File: src/rtl/clock_switch_ctrl.sv
`timescale 1ns/1ps
// ============================================================================
// clock_switch_ctrl
//
// Sequencing controller for a two-source glitch-free clock multiplexer. It
// runs on the always-on system clock and owns the multiplexer's select line.
// Switch requests arrive over a valid/ready handshake. The controller checks
// that the target source is alive. After every change of the select line it
// enforces a settle interval and then a dwell interval. When enabled, it also
// fails over on its own once the active source stops toggling.
//
// Parameters
//   SETTLE_CYCLES : cycles sel is held after a change before completion (>=1)
//   MIN_DWELL     : cycles after completion before another switch (>=1)
//   TIMEOUT       : idle cycles before a source is declared dead (>=4)
//   SEL_RESET     : value of sel during and after reset
//
// Ports
//   clk       in  system clock, all state lives in this domain
//   rst_n     in  asynchronous active-low reset
//   src_tog   in  [1:0] divide-by-2 toggles from each source domain (async)
//   auto_fo   in  enable automatic failover
//   req_valid in  switch request valid
//   req_sel   in  requested source
//   req_ready out request accepted when req_valid & req_ready (combinational)
//   sel       out registered select to the multiplexer
//   busy      out high while settling or dwelling
//   done      out one-cycle pulse when a request completes
//   err       out qualifies done, held until the next done
//   fo_evt    out one-cycle pulse when a failover starts
//   alive     out [1:0] per-source liveness
// ============================================================================
module clock_switch_ctrl #(
    parameter int   SETTLE_CYCLES = 8,
    parameter int   MIN_DWELL     = 16,
    parameter int   TIMEOUT       = 64,
    parameter logic SEL_RESET     = 1'b0
) (
    input  logic       clk,
    input  logic       rst_n,
    input  logic [1:0] src_tog,
    input  logic       auto_fo,
    input  logic       req_valid,
    input  logic       req_sel,
    output logic       req_ready,
    output logic       sel,
    output logic       busy,
    output logic       done,
    output logic       err,
    output logic       fo_evt,
    output logic [1:0] alive
);

    // One counter width serves the settle, dwell and idle counters.
    localparam int MAX_SD = (SETTLE_CYCLES > MIN_DWELL) ? SETTLE_CYCLES : MIN_DWELL;
    localparam int MAX_ALL = (MAX_SD > TIMEOUT) ? MAX_SD : TIMEOUT;
    localparam int CW = $clog2(MAX_ALL + 1);

    localparam logic [CW-1:0] SETTLE_LOAD = CW'(SETTLE_CYCLES - 1);
    localparam logic [CW-1:0] DWELL_LOAD  = CW'(MIN_DWELL - 1);
    localparam logic [CW-1:0] IDLE_MAX    = CW'(TIMEOUT);
    localparam logic [CW-1:0] IDLE_LAST   = CW'(TIMEOUT - 1);

    typedef enum logic [1:0] {
        STABLE = 2'd0,
        SETTLE = 2'd1,
        DWELL  = 2'd2
    } state_t;

    state_t        state;
    logic [CW-1:0] cnt;
    logic          by_fo;

    logic [1:0]    sync1;
    logic [1:0]    sync2;
    logic [1:0]    sync3;
    logic [1:0]    tog_edge;
    logic [CW-1:0] idle_cnt [2];

    logic          fo_cond;
    logic          accept;

    // ------------------------------------------------------------------
    // Liveness detection.
    // The toggles are asynchronous to clk. Each one passes through two
    // synchronizer flops. A third flop holds the previous synchronized value
    // so that any transition shows up as a single-cycle edge. Between edges
    // the idle counter climbs and saturates at TIMEOUT. The source is
    // declared dead on the cycle the counter reaches TIMEOUT.
    // ------------------------------------------------------------------
    assign tog_edge = sync2 ^ sync3;

    always_ff @(posedge clk or negedge rst_n) begin
        if (!rst_n) begin
            sync1       <= 2'b00;
            sync2       <= 2'b00;
            sync3       <= 2'b00;
            alive       <= 2'b00;
            idle_cnt[0] <= '0;
            idle_cnt[1] <= '0;
        end else begin
            sync1 <= src_tog;
            sync2 <= sync1;
            sync3 <= sync2;
            for (int i = 0; i < 2; i++) begin
                if (tog_edge[i]) begin
                    idle_cnt[i] <= '0;
                    alive[i]    <= 1'b1;
                end else if (idle_cnt[i] != IDLE_MAX) begin
                    idle_cnt[i] <= idle_cnt[i] + 1'b1;
                    if (idle_cnt[i] == IDLE_LAST) begin
                        alive[i] <= 1'b0;
                    end
                end
            end
        end
    end

    // ------------------------------------------------------------------
    // Failover takes priority over requests. Ready is withheld on the cycle
    // a failover fires, so a pending request simply waits for the next
    // STABLE period.
    // ------------------------------------------------------------------
    assign fo_cond   = auto_fo & ~alive[sel] & alive[~sel];
    assign req_ready = (state == STABLE) & ~fo_cond;
    assign accept    = req_valid & req_ready;

    // ------------------------------------------------------------------
    // Sequencing FSM.
    // The select line changes only when the FSM leaves STABLE. by_fo records
    // whether the current settle was started by a failover; those settles
    // complete silently, without a done pulse. A target that dies during
    // settle is reported through err. The controller never reverts the
    // switch on its own initiative.
    // ------------------------------------------------------------------
    always_ff @(posedge clk or negedge rst_n) begin
        if (!rst_n) begin
            state  <= STABLE;
            cnt    <= '0;
            by_fo  <= 1'b0;
            sel    <= SEL_RESET;
            busy   <= 1'b0;
            done   <= 1'b0;
            err    <= 1'b0;
            fo_evt <= 1'b0;
        end else begin
            done   <= 1'b0;
            fo_evt <= 1'b0;
            case (state)
                STABLE: begin
                    if (fo_cond) begin
                        sel    <= ~sel;
                        fo_evt <= 1'b1;
                        by_fo  <= 1'b1;
                        cnt    <= SETTLE_LOAD;
                        busy   <= 1'b1;
                        state  <= SETTLE;
                    end else if (accept) begin
                        if (req_sel == sel) begin
                            done <= 1'b1;
                            err  <= 1'b0;
                        end else if (!alive[req_sel]) begin
                            done <= 1'b1;
                            err  <= 1'b1;
                        end else begin
                            sel   <= req_sel;
                            by_fo <= 1'b0;
                            cnt   <= SETTLE_LOAD;
                            busy  <= 1'b1;
                            state <= SETTLE;
                        end
                    end
                end
                SETTLE: begin
                    if (cnt == '0) begin
                        cnt   <= DWELL_LOAD;
                        state <= DWELL;
                        if (!by_fo) begin
                            done <= 1'b1;
                            err  <= ~alive[sel];
                        end
                    end else begin
                        cnt <= cnt - 1'b1;
                    end
                end
                DWELL: begin
                    if (cnt == '0) begin
                        busy  <= 1'b0;
                        state <= STABLE;
                    end else begin
                        cnt <= cnt - 1'b1;
                    end
                end
                default: begin
                    busy  <= 1'b0;
                    state <= STABLE;
                end
            endcase
        end
    end

endmodule

File: config.mk
export PLATFORM = sky130hd
export DESIGN_NAME = clock_switch_ctrl
export DESIGN_NICKNAME = d
export VERILOG_FILES = /design/src/rtl/clock_switch_ctrl.sv
export SDC_FILE = /design/constraint.sdc
export NUM_CORES = 1
export LEC_CHECK = 0
export ABC_CLOCK_PERIOD_IN_PS = 2700
export CORE_ASPECT_RATIO = 1.25
export CORE_MARGIN = 4
export CORE_UTILIZATION = 62
export DETAILED_ROUTE_END_ITERATION = 8
export DONT_BUFFER_PORTS = 1
export GPL_ROUTABILITY_DRIVEN = 1
export GPL_TIMING_DRIVEN = 0
export PLACE_DENSITY = 0.9
export SYNTH_ARGS = -nofsm -noshare
export SYNTH_HDL_FRONTEND = slang
export SYNTH_SLANG_ARGS = --single-unit
File: constraint.sdc
create_clock -name clk -period 2.7 [get_ports clk]
set_clock_uncertainty 0.15 [all_clocks]
set_input_delay 0.54 -clock clk [delete_from_list [all_inputs] [get_ports clk]]
set_output_delay 0.54 -clock clk [all_outputs]
set_load 0.1 [all_outputs]
# Word-level counts from Yosys, hierarchy flattened
# Index checks and enable logic that the tools add are counted.
# W data, S select, Z words.
# totals
ff_bits	37
input_bits	7
# classes
eq_ne	18
n_bitwise	9
add_sub_neg	3
magnitude_cmp	3
muxes	60
reduce_logical	17
# ops
cell	n
$mux W7	10
$mux W1	39
$pmux W7 S3	1
$reduce_and A5 Y1	3
$add A7 B1 Y7 const B	2
$eq A7 B6 Y1 const B	2
$ne A2 B2 Y1 const B	7
$ne A7 B7 Y1 const B	2
$reduce_bool A2 Y1	7
$mux W2	6
$ne A3 B3 Y1 const B	3
$logic_not A7 Y1	1
$sub A7 B1 Y7 const B	1
$lt A1 B2 Y1 const B	3
$pmux W2 S3	1
$reduce_and A6 Y1	1
$and A1 B1 Y1	4
$not A1 Y1	4
$pmux W1 S2	2
$reduce_and A2 Y1	2
$reduce_and A4 Y1	1
$ne A3 B2 Y1 const B	1
$pmux W1 S3	1
$reduce_bool A3 Y1	1
5 further kinds	5

# Depth between registers and ports, before layout
# logic_depth
word_depth	11
depth_mapped	6
ltp_nobuf	6

# Worst setup path after synthesis
# OpenSTA, ideal clock, no wires.
# synth_timing
path_type	reg2reg
start	register sel
end	register busy
synth_period_minus_slack_ns	2.712
required_ns	2.422
t_arrival_ns	2.434
n_path_buf	1
setup_slack_ns	-0.012
path_stages_with_launch	7
cell_sequence	dfrtp_1 buf_6 nand4b_1 nand3_2 inv_2 a221oi_4 mux2_1
# synth_between
elab_chain_len	10
word_cells_on_any_way	17
# synth_rtl
item	line_no	source
from (decl)	46	output logic sel,
from (signal assigned)	152	sel <= ~sel;
from (signal assigned)	166	sel <= req_sel;
$mux W1 (implied by the code) (2 in series)	124	assign fo_cond = auto_fo & ~alive[sel] & alive[~sel];
$not A1 Y1	124	
$and A1 B1 Y1	124	
$and A1 B1 Y1 (*)	124	
$not A1 Y1 (*)	125	assign req_ready = (state == STABLE) & ~fo_cond;
$and A1 B1 Y1 (*)	125	
named net req_ready	45	output logic req_ready,
$and A1 B1 Y1 (*)	126	assign accept = req_valid & req_ready;
$ne A3 B3 Y1 (no source line) (*)	-	
$reduce_and A5 Y1 (no source line) (*)	-	
to (signal assigned)	142	busy <= 1'b0;
to (signal assigned)	156	busy <= 1'b1;
to (signal assigned)	169	busy <= 1'b1;
to (decl)	47	output logic busy,
# The timed path passes the listed nets; every way through them passes the cells marked *. The select of a mux whose other input is x is not followed.
# A chain may end at the register's enable or synchronous reset.

# Final worst setup path
# layout_timing
start	register sel
end	output req_ready
# layout_between
elab_chain_len	7
word_cells_on_any_way	9
# layout_rtl
item	line_no
$mux W1 (implied by the code) (2 in series)	124
$not A1 Y1	124
$and A1 B1 Y1	124
$and A1 B1 Y1 (*)	124
$not A1 Y1 (*)	125
$and A1 B1 Y1 (*)	125
to (decl)	45
# Mark *: on every way between the ends. The rest lies on a longest branch, timed or not. The select of a mux whose other input is x is not followed.

==> flow_metrics.tcl <==
set metrics [dict create \
    fp-row-count 22 \
    grt_start_max_net_pins 38 \
    drtIter0Drc 72 \
    power_switching_w 0.00112 \
    synthCells 181 \
    cp-start-kind "flop" \
    cts-root-buf "clkbuf_4" \
    synth-adder-area-share 0.0569 \
    p_comb_frac 0.422 \
    synth_nets 197 \
    io_pins 15 \
    die_h_um 71.2 \
    muxShareOfSynthArea 0.0259 \
    post_cts_buffers 0 \
    synth_most_common_cell "dfrtp_1" \
    grtUsageTotal 0.218 \
    die_x_um 58.5 \
    netlist_area_um2 1980 \
    clock-sinks 37 \
    diodes 0 \
    whs_ns 0.0806 \
    max-slew-margin-rel 0.368 \
    synthSimpleGateAreaFrac 0.170 \
    path_delay_family "flip-flops" \
    grt.overflow.total 0 \
    synth_top_family_by_area "compound AO/OA/AOI/OAI gates" \
    max-cap-violations 0 \
    rsz0062_at_grt "false" \
    ys_seq_area_frac 0.468 \
    path_depth 4 \
    fin_nets 206 \
    ys_warn_count 0 \
    setup_viol 0 \
    dpl.hpwl_mm 2.84 \
    ys_ff_latch 37 \
    synth_top_cell_by_area "dfrtp_1" \
    syn_area_per_cell_um2 10.9 \
    clockBufferDepth 2 \
    intPower_w 0.00125 \
    synthFlopType "dfrtp_1" \
    powerDensity_nw_per_um2 1100 \
    cp_cell_sequence "buf_6 -> nand4b_1 -> nand3_2 -> inv_6" \
    critical_path_buf_inv_count 2 \
    synth-compound-area-share 0.190 \
    clock_latency_ns 0.34 \
    setup-tns-final_ns 0 \
    route.detailed.vias_per_inst 6.53 \
    hp-class "input port to flop" \
    area_delta_synth_final_pct 8.67 \
    wl_mm 4.08 \
    cp_max_fo 10 \
    worst_pin_slew_ns 0.947 \
    synthXorXnorAreaFrac 0.0531 \
    ys_types 49 \
    async_flop_share 1.00 \
    required_ns 2.01 \
    pwr-share-clk 0.170 \
    slowest_delay_ns 0.64 \
    antenna_found_initial 0 \
    port_buffers 0 \
    fmax_mhz 383 \
    endpoint_kind "primary output" \
    initial_core_util 0.659 \
    cts_tree "done" \
    synth_edf_count 0 \
    routabilityCongestion 0.884 \
    r2r_cells 6 \
    path_class "flop to primary output" \
    avgRoutedWirePerCell_um 18.0 \
    h-tree-depth 2 \
    layout_min_cycle_time_ns 2.61 \
    numCtsBuffers 5 \
    drive_gt1_frac 0.110 \
    leakage_nw 0.924 \
    critPathSlowestCell "dfrtp_2" \
    p_seq_frac 0.407 \
    hold_violations 0 \
    post-route-period-util 0.966 \
    ant_nets 0 \
    cts.clk_slew.worst_paths_ns 0.12 \
    vias 1482 \
    synthTopCellsByCount "37 x dfrtp_1, 12 x a21oi_1, 12 x inv_1, 12 x nor2_1, 9 x ha_1" \
    drc 0 \
    grt_pass1_wl_mm 6.88 \
    core_um2 3000 \
    critical_path_arrival_ns 1.92 \
    switching_share 0.472 \
    die_area_um2 4160 \
    slew_violations 0 \
    netlist.area_leader.share 0.468 \
    drt_first_pass_iters 4 \
    min_path_cells 0 \
    grt_pass1_vias 1557 \
    synth.area.top_cells "dfrtp_1 47%, ha_1 5.7%, xor2_1 3.1%" \
    ir_worst_vdd_mv 0.828 \
    status "finished, final reports clean" \
]
final cells by class:
cell class | count | area [µm²]
Fill cell | 214 | 851
Multi-Input combinational cell | 129 | 981
Clock buffer | 7 | 55.1
Buffer | 2 | 22.5
Clock inverter | 1 | 30.0
Sequential cell | 37 | 932
Tap cell | 36 | 45.0
Inverter | 13 | 53.8
Timing Repair Buffer | 2 | 30.0
layout by cell type, fill, tap and decap left out, types with 2 or more instances in the layout:
master / n
a21oi_1: 12
a311oi_1: 2
ha_1: 9
buf_6: 2
dfrtp_1: 34
inv_1: 12
nor3_1: 3
nor2b_1: 2
nor3b_1: 2
nand2_1: 3
or3_1: 3
a211oi_1: 3
mux2i_1: 4
nand4b_1: 3
xor2_1: 7
dfrtp_2: 2
o32a_1: 3
xnor2_1: 5
o2bb2ai_1: 2
nand2b_1: 4
nor2_1: 12
clkbuf_4: 5
o21ai_0: 8
nand3_1: 8
nor4b_1: 3
nand3b_1: 4
a21o_1: 3
a31oi_1: 2
state kept, by name (all words and copies together) (netlist names), 2 cells and up:
register,cells
idle_cnt,14
cnt,7
alive,2
state,2
sync1,2
sync2,2
sync3,2
through the flow:
| step | instance area, µm² | util | setup WS, ns | total power, W | std cells |
|---|---|---|---|---|---|
| after global routing | 2150 | 0.716 | 0.0113 | 0.00251 | 227 |
| after global placement | 2020 | 0.675 | -0.133 | 0.00185 | 217 |
| final | 2150 | 0.716 | 0.0905 | 0.00237 | 227 |
| after floorplan | 1980 | - | 0.0264 | 0.00173 | 181 |
| after detailed placement | 2020 | 0.675 | -0.179 | 0.00193 | 217 |
| after CTS | 2140 | 0.715 | 0.0361 | 0.00237 | 227 |
kinds of logic after synthesis:
group,Yosys count
adders and majority gates,9
AOI/OAI and AO/OA,49
and+or+nand+nor,54
buffers and inverters,15
DFF,37
xor gates and xnor gates,12
muxes,5
what timing repair did:
action,in CTS,in global routing
gates cloned,0,0
setup endpoints to repair,8,1
resized for setup,3,2
endpoints found under the hold margin,37,0
hold buffers,2,0
metal layers:
layer	vias to the layer above	global-route usage	wire, µm
li1	681	-	-
met2	47	0.374	2240
met4	0	0.103	78
met5	-	0	0
met3	10	0.0730	173
met1	744	0.237	1590
power groups by stage:
stage               registers, W  clock network [W]  logic, W
floorplan               0.000951                  0  0.000784
global placement        0.000967                  0  0.000888
detailed placement      0.000980                  0  0.000953
CTS                     0.000968           0.000417  0.000983
global route            0.000982           0.000437   0.00109
finish                  0.000967           0.000404   0.00100
final timing paths:
path	start	endpoint	slack, ns
worst max-delay path	sel	req_ready	0.09
worst min-delay path	src_tog[0]	sync1[0]	0.08
worst max register to register	sel	busy	0.24
worst min register to register	sync1[1]	sync2[1]	0.20
max in group asynchronous	rst_n	alive[0]	1.70
min in group asynchronous	rst_n	busy	0.47
No activity file was read; power rests on OpenSTA's default activity.
